File: config.mk
export PLATFORM = sky130hd
export DESIGN_NAME = mgia_vram_arbiter
export DESIGN_NICKNAME = d
export VERILOG_FILES = /design/src/rtl/mgia_pkg.sv /design/src/rtl/mgia_starve_ctr.sv /design/src/rtl/mgia_vram_arbiter.sv
export SDC_FILE = /design/constraint.sdc
export NUM_CORES = 1
export LEC_CHECK = 0
export ABC_AREA = 1
export CAP_MARGIN = 25
export CORE_UTILIZATION = 28
export CTS_CLUSTER_DIAMETER = 40
export DETAILED_ROUTE_END_ITERATION = 16
export GPL_TIMING_DRIVEN = 0
export PLACE_DENSITY = 0.94
export RECOVER_POWER = 50
export REMOVE_ABC_BUFFERS = 1
export SYNTH_ARGS = -nofsm -noshare
export SYNTH_HDL_FRONTEND = slang
export SYNTH_SLANG_ARGS = --single-unit
File: constraint.sdc
create_clock -name CLK_I_50MHZ -period 1.62 [get_ports CLK_I_50MHZ]
set_input_delay 0.243 -clock CLK_I_50MHZ [delete_from_list [all_inputs] [get_ports CLK_I_50MHZ]]
set_output_delay 0.243 -clock CLK_I_50MHZ [all_outputs]
set_load 0.02 [all_outputs]
File: src/rtl/mgia_pkg.sv
// Shared definitions for the MGIA video RAM arbiter: state encoding and default bus widths.
package mgia_pkg;

    localparam int MGIA_AW = 15;
    localparam int MGIA_DW = 16;

    typedef enum logic [1:0] {
        ST_IDLE = 2'd0,
        ST_VID  = 2'd1,
        ST_CPU  = 2'd2
    } arb_state_t;

endpackage

File: src/rtl/mgia_starve_ctr.sv
// Saturating CPU starvation counter; starve rises once the CPU has waited MAX_WAIT cycles.
module mgia_starve_ctr #(
    parameter int MAX_WAIT = 32,
    parameter int WAIT_W   = 6
) (
    input  logic i_clk,
    input  logic i_rst,
    input  logic i_inc,
    input  logic i_clr,
    output logic o_starve
);

    localparam logic [WAIT_W-1:0] MAX_CNT = WAIT_W'(MAX_WAIT);

    logic [WAIT_W-1:0] r_count;

    // Clear wins over increment: the grant cycle itself still has the request pending.
    always_ff @(posedge i_clk or posedge i_rst) begin
        if (i_rst) begin
            r_count <= '0;
        end else if (i_clr) begin
            r_count <= '0;
        end else if (i_inc && (r_count < MAX_CNT)) begin
            r_count <= r_count + 1'b1;
        end
    end

    assign o_starve = (r_count >= MAX_CNT);

endmodule

File: src/rtl/mgia_vram_arbiter.sv
// Two-master video RAM arbiter: video fetch has priority, CPU is protected by a starvation counter.
module mgia_vram_arbiter
    import mgia_pkg::*;
#(
    parameter int AW       = MGIA_AW,
    parameter int DW       = MGIA_DW,
    parameter int MAX_WAIT = 32,
    parameter int WAIT_W   = 6
) (
    input  logic            CLK_I_50MHZ,
    input  logic            RST_I,
    input  logic            V_CYC_I,
    input  logic            V_STB_I,
    input  logic [AW-1:0]   V_ADR_I,
    output logic            V_ACK_O,
    output logic [DW-1:0]   V_DAT_O,
    input  logic            C_CYC_I,
    input  logic            C_STB_I,
    input  logic            C_WE_I,
    input  logic [AW-1:0]   C_ADR_I,
    input  logic [DW-1:0]   C_DAT_I,
    input  logic [DW/8-1:0] C_SEL_I,
    output logic            C_ACK_O,
    output logic [DW-1:0]   C_DAT_O,
    output logic            M_CYC_O,
    output logic            M_STB_O,
    output logic            M_WE_O,
    output logic [AW-1:0]   M_ADR_O,
    output logic [DW-1:0]   M_DAT_O,
    output logic [DW/8-1:0] M_SEL_O,
    input  logic            M_ACK_I,
    input  logic [DW-1:0]   M_DAT_I,
    output logic [1:0]      GNT_O
);

    arb_state_t r_state;
    logic [1:0] r_gnt;

    logic w_vreq;
    logic w_creq;
    logic w_starve;
    logic w_cpu_inc;
    logic w_cpu_entry;

    assign w_vreq = V_CYC_I & V_STB_I;
    assign w_creq = C_CYC_I & C_STB_I;

    // The CPU is taken from IDLE either when starving or when video is not asking.
    assign w_cpu_entry = (r_state == ST_IDLE) && w_creq && (w_starve || !w_vreq);
    assign w_cpu_inc   = w_creq && (r_state != ST_CPU);

    mgia_starve_ctr #(
        .MAX_WAIT (MAX_WAIT),
        .WAIT_W   (WAIT_W)
    ) u_starve_ctr (
        .i_clk    (CLK_I_50MHZ),
        .i_rst    (RST_I),
        .i_inc    (w_cpu_inc),
        .i_clr    (w_cpu_entry),
        .o_starve (w_starve)
    );

    always_ff @(posedge CLK_I_50MHZ or posedge RST_I) begin
        if (RST_I) begin
            r_state <= ST_IDLE;
            r_gnt   <= 2'b00;
        end else begin
            case (r_state)
                ST_IDLE: begin
                    if (w_starve && w_creq) begin
                        r_state <= ST_CPU;
                        r_gnt   <= 2'b10;
                    end else if (w_vreq) begin
                        r_state <= ST_VID;
                        r_gnt   <= 2'b01;
                    end else if (w_creq) begin
                        r_state <= ST_CPU;
                        r_gnt   <= 2'b10;
                    end
                end
                // A grant lasts exactly one Wishbone cycle; dropping CYC releases the bus.
                ST_VID: begin
                    if (!V_CYC_I) begin
                        r_state <= ST_IDLE;
                        r_gnt   <= 2'b00;
                    end
                end
                ST_CPU: begin
                    if (!C_CYC_I) begin
                        r_state <= ST_IDLE;
                        r_gnt   <= 2'b00;
                    end
                end
                default: begin
                    r_state <= ST_IDLE;
                    r_gnt   <= 2'b00;
                end
            endcase
        end
    end

    always_comb begin
        M_CYC_O = 1'b0;
        M_STB_O = 1'b0;
        M_WE_O  = 1'b0;
        M_ADR_O = '0;
        M_DAT_O = '0;
        M_SEL_O = '0;
        case (r_state)
            ST_VID: begin
                M_CYC_O = V_CYC_I;
                M_STB_O = V_STB_I;
                M_ADR_O = V_ADR_I;
                M_SEL_O = '1;
            end
            ST_CPU: begin
                M_CYC_O = C_CYC_I;
                M_STB_O = C_STB_I;
                M_WE_O  = C_WE_I;
                M_ADR_O = C_ADR_I;
                M_DAT_O = C_DAT_I;
                M_SEL_O = C_SEL_I;
            end
            default: begin
                M_CYC_O = 1'b0;
            end
        endcase
    end

    assign V_ACK_O = M_ACK_I & (r_state == ST_VID);
    assign C_ACK_O = M_ACK_I & (r_state == ST_CPU);
    assign V_DAT_O = M_DAT_I;
    assign C_DAT_O = M_DAT_I;
    assign GNT_O   = r_gnt;

endmodule
After elaboration in Yosys (flattened, before gate mapping)

Cells that the tools add are included.
Widths: inputs -> output; s select.

Register bits after elaboration: 8
Latch bits: 0
Bits in writable memories: 0
Bits in read-only memories: 0
Bits of input ports: 72
Word-level logic and storage cells: 39
Memories kept: 0

$add $sub $neg: 1
Multipliers: 0
Divide/modulo/power cells: 0
Magnitude comparators: 2
Equal/unequal tests: 6
Shifts and indexed selects: 0
Multiplexer cells: 14
Bitwise gates (word level): 4
Reduce and logical (&&, ||, !) cells: 10

Operators with widths:

| operator            | number |
|---|---|
| $pmux 15 s2         | 1 |
| $mux 16             | 1 |
| $mux 6              | 2 |
| $mux 2              | 5 |
| $add 6x1->6 const B | 1 |
| $ge 6x6->1 const B  | 1 |
| $lt 6x6->1 const B  | 1 |
| $ne 2x2->1 const B  | 3 |
| $pmux 2 s3          | 1 |
| $logic_and 1x1->1   | 5 |
| $and 1x1->1         | 4 |
| $ne 4x3->1 const B  | 1 |
| $pmux 1 s2          | 2 |
| $pmux 2 s2          | 1 |
| $reduce_and 3->1    | 1 |
| $eq 2x1->1 const B  | 1 |
| $eq 2x2->1 const B  | 1 |
| $logic_not 2->1     | 1 |
| $reduce_bool 2->1   | 1 |
| $logic_not 1->1     | 1 |
| $logic_or 1x1->1    | 1 |
| $mux 1              | 1 |

Longest topological paths before layout

Gate-level depths: netlist of the first run.

Word-level depth: 5
Depth in mapped cells: 9

By module

Synthesis of the first run repeated with hierarchy kept, for this count alone.

Cell total of the unflattened synthesis: 206
Area, all modules: 1234.9 µm²

Modules (own cells, without submodules):

| module            | instances | cells each | area an instance (µm²) |
|---|---|---|---|
| mgia_vram_arbiter | 1         | 161        | 880.8 |
| mgia_starve_ctr   | 1         | 45         | 354.1 |

Least setup slack after synthesis of the first run

OpenSTA, ideal clock, no wires.

Path kind: register to output
Start: reg GNT_O[0] (netlist name)
End: out M_ADR_O[11]
Arrival: 1.426 ns
Path slack: -0.049 ns
Stages on the path, launching flop included: 6
Path buffers: 1
Cells stage by stage: dfrtp_1 -> inv_1 -> ha_1 -> inv_2 -> buf_2 -> a21oi_1

RTL lines:

| what      | line                    | source |
|---|---|---|
| to (decl) | mgia_vram_arbiter.sv:28 | `output logic [AW-1:0] M_ADR_O,` |

==> metrics.txt, run 1 <==
status=finished with violations; violations in the final reports=negative setup slack; crit path DAT=1.49 ns; HP Class=in -> async; root buffer cell=clkbuf_8; core footprint=4140 um2; Cell Area, Synth=roughly 1200 um2; data required time of the worst path=1.38 ns; Mapped Cells=207; Area growth, synth to finish=70.5%; hold slack=0.262 ns; Final min period=1.73 ns; initial antenna violation count=0; CTS tree=yes; post-synthesis sequential area ratio=16.1%; commonest cells after routing, fill and taps aside=nand2_1 (68), clkdlybuf4s50_1 (56), buf_4 (34); Reg2Reg Capture Point=u_starve_ctr.r_count[0]; gpl congestion=0.943; setup TNS=-1.55 ns; critical path startpoint category=register; slowest CP cell=dfrtp_1; worst vdd ir=1.16 mV; DIE AREA=about 4700 um2; Yosys cell types=20; worst reg-to-reg path cell count=9; Power Total=between 3 and 4 mW; crit-path max FO=5; hpwl dp=4.51 mm; RSZ-0062 raised after global routing=true; vias per cell=4.76; MaxCap Viol Count=0; final worst setup slack=-0.115 ns; area leader, netlist=nand2_1; Final ANT Viol Nets=0; Post-Synth Simple-Gate Area=33.3%; XOR/XNOR share of the synthesized area=less than 1%; DRT Pass-1 Iters=4; Compound-Gate Fraction of Synth Area=10.5%; dpl cell area=1990 um2; Max Freq=576 MHz; wire length per cell after detailed routing=17.8 um; share of layout cells above drive strength 1=29.6%; maximum clock insertion buffer count=2; Tcrit/Tclk final=107%; worst path cell trace=inv_2 > ha_4 > clkinvlp_4 > a21oi_1 > buf_4; main combinational cell family by area after synthesis=buffers and inverters; drt drc=0; vias in the first global route=1421; Die H=68.7 um; H-tree depth=1; syn avg cell area=6.02 um2; clk sinks=8; Initial Utilization=between 30% and 40%; Slew @ Worst Pin=0.326 ns; I/O pin cnt=144; Layout Cells excl Fill=327; Slew Limit Headroom=between 70% and 80%; P_leak=1.09 nW; post-route cell area=2120 um2; post-synthesis mux area share=0%; GRT Overall Usage=about a quarter; worst skew pair latency=~0.23 ns; largest cells by area after synthesis=nand2_1 (21%), buf_4 (21%), dfrtp_1 (16%); Starting DRT DRC Count=62; crit end category=output pin; max-slew violation count=0; Syn. warnings=0; Nets=around 360; largest net degree at the start of global routing=17; Filler cells=410; R2R setup slack=0.09 ns; PortBufs=95; first-pass GRT wire length=7.76 mm; PwrDens=1590 nW/um2; Yosys top cell area share=21.4%; clock transition at the registers of the reported paths=0.05 ns; Worst Setup SP=GNT_O[1]; Ant. Diodes=0; adder-cell share of the synthesized area=under 10%; Num CTS Buffers=3; Fin. Hold Viols=0; kind of critical path=reg -> out; Die Wd=68.7 um; Setup Skew=between 0.006 and 0.007 ns; final wirelength=between 5 and 6 mm; commonest non-fill, non-tap cell in the layout=nand2_1; placed insts=313; reg2reg start=GNT_O[1]; # rows=23; grt total ovfl=0; via count=between 1500 and 2000; CP max stage delay=0.36 ns; #FFs+latches synth=8; Final setup viols=35; Hold Buf Count CTS=0
## power breakdown
part	internal (mW)	leakage, nW	switching [mW]	total (mW)
registers	0.260	0.107	0.0716	0.332
clock network	0.162	0.0216	0.0845	0.246
logic	1.19	0.958	1.62	2.81
## area by class of cell
class                           count  area (um2)  area share [%]
Sequential cell                     8         200            9.42
Timing Repair Buffer              105         971            45.7
Multi-Input combinational cell    125         704            33.2
Clock buffer                        3        41.3            1.94
Tap cell                           50        62.6            2.94
Timing Repair inverter              2        15.0           0.707
Inverter                           34         130            6.12
## per-stage QoR
| step | util, % | worst slack, ns |
|---|---|---|
| finish | 51.3 | -0.115 |
| global route | 51.3 | -0.189 |
| CTS | 49.4 | -0.0863 |
| detailed placement | 47.9 | -0.637 |
| global placement | 47.3 | -1.06 |
| floorplan | - | -0.441 |
## how the worst max path moves through the flow
stage,end,cells after the start
floorplan,M_CYC_O,6
global placement,M_CYC_O,7
detailed placement,M_ADR_O[1],6
CTS,M_SEL_O[0],5
global route,M_ADR_O[6],5
finish,M_ADR_O[6],5
## flip-flops by register name, summed over array words and instances, names as in the netlist
register / flops
u_starve_ctr.r_count: 6
GNT_O: 2
## Yosys cell counts
master	instances
inv_1	32
nand4_1	4
dfrtp_1	8
buf_2	3
nand2_2	1
a21oi_1	18
ha_1	5
nand3_1	12
nor2_4	2
inv_2	2
buf_6	2
buf_4	35
nor2_1	2
nand2_1	71
o21ai_1	2
o21ai_2	3
nor3_1	1
xor2_1	1
nand2_4	2
o21ai_0	1
## critical path: cells and delay by family (launching register included)
family	cells	cell delay [ns]
compound gates	1	0.16
fa+ha+maj	1	0.33
buf+inv	3	0.41
flops	1	0.36
## metal layers
| metal | global-route usage, % | vias up | routed length, um | share of wire (%) |
|---|---|---|---|---|
| met2 | 41.3 | 123 | 2610 | 45 |
| met3 | 13.2 | 18 | 819 | 14 |
| met5 | 10.0 | - | 49 | 0.84 |
| met4 | 11.5 | 2 | 282 | 4.9 |
| met1 | 23.7 | 677 | 2060 | 35 |
| li1 | - | 738 | - | - |
## kinds of logic (layout without fill, tap and decap cells)
kind of cell               count (synthesis)  count (layout)
and+or+nand+nor                           95              95
buffers and inverters                     74             144
AOI/OAI and AO/OA                         24              24
DFF                                        8               8
adders and majority gates                  5               5
xor gates and xnor gates                   1               1
## repair_timing
item,CTS,global route
pin swaps,2,0
setup endpoints to repair,40,37
resized for setup,188,26
cloned,3,0
buffers inserted,8,0
No activity file was read; power rests on OpenSTA's default activity.
==> run 2: changes to the inputs <==
Settings changed: CORE_UTILIZATION 28 to 27, PLACE_DENSITY 0.94 to 0.92, SYNTH_HIERARCHICAL set to 1.
==> run 2 against run 1 <==
Compared with the run above: the run still ends with negative setup slack left; sequential share of layout area is 0.19 points lower; utilization is 1.8 points lower; register-to-register slack better by 0.03 ns; clock-buffer cell count stayed put; hold slack better by 0.057 ns.
==> metrics.txt, run 2 <==
MaxCap Viol Count=0; Top Registers=u_starve_ctr/r_count: 6 flops, r_state: 2 flops; PwrDens=1600 nW/um2; post-synthesis sequential area ratio=16.2%; Reg2Reg Capture Point=r_state[0]; wire length per cell after detailed routing=13.8 um; XOR/XNOR share of the synthesized area=0%; RSZ-0062 raised after global routing=true; slowest CP cell=dfrtp_1; commonest non-fill, non-tap cell in the layout=nand2_1; GRT Overall Usage=17.4%; CTS tree=yes; Hold Buf Count CTS=0; hpwl dp=3.27 mm; maximum clock insertion buffer count=2; Die Wd=69.6 um; Layout Cells excl Fill=329; post-synthesis mux area share=0%; vias in the first global route=1413; adder-cell share of the synthesized area=about 5%; vias per cell=4.58; gpl congestion=0.714; Num CTS Buffers=3; Area growth, synth to finish=75.6%; share of layout cells above drive strength 1=32.5%; clock transition at the registers of the reported paths=~0.040 ns; Slew @ Worst Pin=0.253 ns; Max Freq=590 MHz; I/O pin cnt=144; initial antenna violation count=0; Starting DRT DRC Count=25; status=finished with violations; CP endpoint=M_CYC_O; # rows=24; root buffer cell=clkbuf_8; reg2reg start=r_state[1]; Initial Utilization=roughly 28%; most common library cells after synthesis=nand2_1 (67), buf_4 (33), inv_1 (33), a21oi_1 (19); Die H=slightly below 70 um; syn avg cell area=5.99 um2; Cell Area, Synth=1230 um2; post-route cell area=2170 um2; Mapped Cells=206; Final ANT Viol Nets=0; Yosys cell types=22; crit end category=output pin; max-slew violation count=0; crit-path max FO=6; data required time of the worst path=1.38 ns; largest net degree at the start of global routing=28; R2R setup slack=0.12 ns; Fin. Hold Viols=0; worst path cell trace=buf_6 > ha_4 > buf_4 > nand2_2 > nand2_2 > inv_4 > nor2_4 > buf_6; HP Class=in -> async; Final Core Density=49.5%; drt drc=0; critical path startpoint category=register; Slew Limit Headroom=83.1%; hold slack=~0.32 ns; Yosys top cell area share=20.4%; final worst setup slack=-0.0763 ns; M1 GR Usage=18.6%; kind of critical path=reg -> out; grt total ovfl=0; #FFs+latches synth=8; DRT Pass-1 Iters=4; GR Util met2=28.2%; Biggest register=u_starve_ctr/r_count; largest cells by area after synthesis=nand2_1 (20%), buf_4 (20%), dfrtp_1 (16%); final wirelength=4.53 mm; clk sinks=8; worst vdd ir=0.525 mV; Final min period=1.70 ns; Setup Skew=0.00495 ns; setup TNS=-0.819 ns; H-tree depth=1; most common cell in the netlist=nand2_1; EDFF count, synth=0; grt met3 use=11.0%; crit path DAT=1.45 ns; Worst Setup SP=r_state[1]; Final setup viols=20; CP max stage delay=0.39 ns; GRT busiest layer=met2; Compound-Gate Fraction of Synth Area=10.6%; dpl cell area=1970 um2; Nets=356; worst skew pair latency=0.23 ns; ys async rst share=100%; main combinational cell family by area after synthesis=buffers and inverters; placed insts=314; Syn. warnings=6; max reg flops=6; core footprint=4380 um2; violations in the final reports=negative setup slack; pre-CTS WS=-0.672 ns; PortBufs=95; first-pass GRT wire length=6.77 mm; worst reg-to-reg path cell count=10; area leader, netlist=nand2_1; commonest cells after routing, fill and taps aside=nand2_1 (60), clkdlybuf4s50_1 (55), inv_1 (29); top_reg_cell synth=dfrtp_1; Tcrit/Tclk final=105%; via count=1506; Ant. Diodes=0; P_leak=1.10 nW; Power Total=3.47 mW; Post-Synth Simple-Gate Area=31.5%; DIE AREA=4850 um2
## run 2: what timing repair did
action | in CTS | in global routing
pin swaps | 0 | 3
resized for setup | 180 | 51
setup buffers | 5 | 3
cloned | 2 | 2
endpoints found under the setup margin | 45 | 38
## run 2: how the worst min path moves through the flow
stage / end / slack (ns) / cells past startpoint
2_1_floorplan: r_state[0] / -0.02 / 1
3_3_place_gp: r_state[1] / 0.43 / 2
3_5_place_dp: r_state[1] / 0.43 / 2
4_1_cts: r_state[1] / 0.19 / 2
5_1_grt: r_state[1] / 0.34 / 2
6_report: r_state[1] / 0.32 / 2
## run 2: cell families (layout without fill, tap and decap cells)
| group | after synthesis | count (layout) |
|---|---|---|
| simple gates | 91 | 91 |
| buf+inv | 77 | 148 |
| fa+ha+maj | 5 | 5 |
| compound gates | 25 | 25 |
| flops | 8 | 8 |
## run 2: power by group
group	internal (mW)	switching [mW]	leakage [nW]
Clock	0.161	0.0839	0.0216
Sequential	0.274	0.0794	0.106
Combinational	1.28	1.59	0.968
## run 2: metal layers
layer / vias to the layer above / routed length, um
li1: 728 / -
met1: 665 / 1660
met2: 105 / 2110
met3: 8 / 692
met4: 0 / 63
met5: - / 0
## run 2: critical path, delay by kind of cell, from the launching register on
family	cells	cell delay, ns
adder cells (fa/ha/maj)	1	0.19
AND/OR/NAND/NOR	3	0.17
buffers and inverters	4	0.47
flip-flops	1	0.39
## run 2: area by class of cell
type	count	area [um2]
Timing Repair Buffer	106	1020
Sequential cell	8	200
Clock buffer	3	41.3
Multi-Input combinational cell	121	679
Fill cell	404	2220
Tap cell	52	65.1
Timing Repair inverter	2	15.0
Inverter	37	144
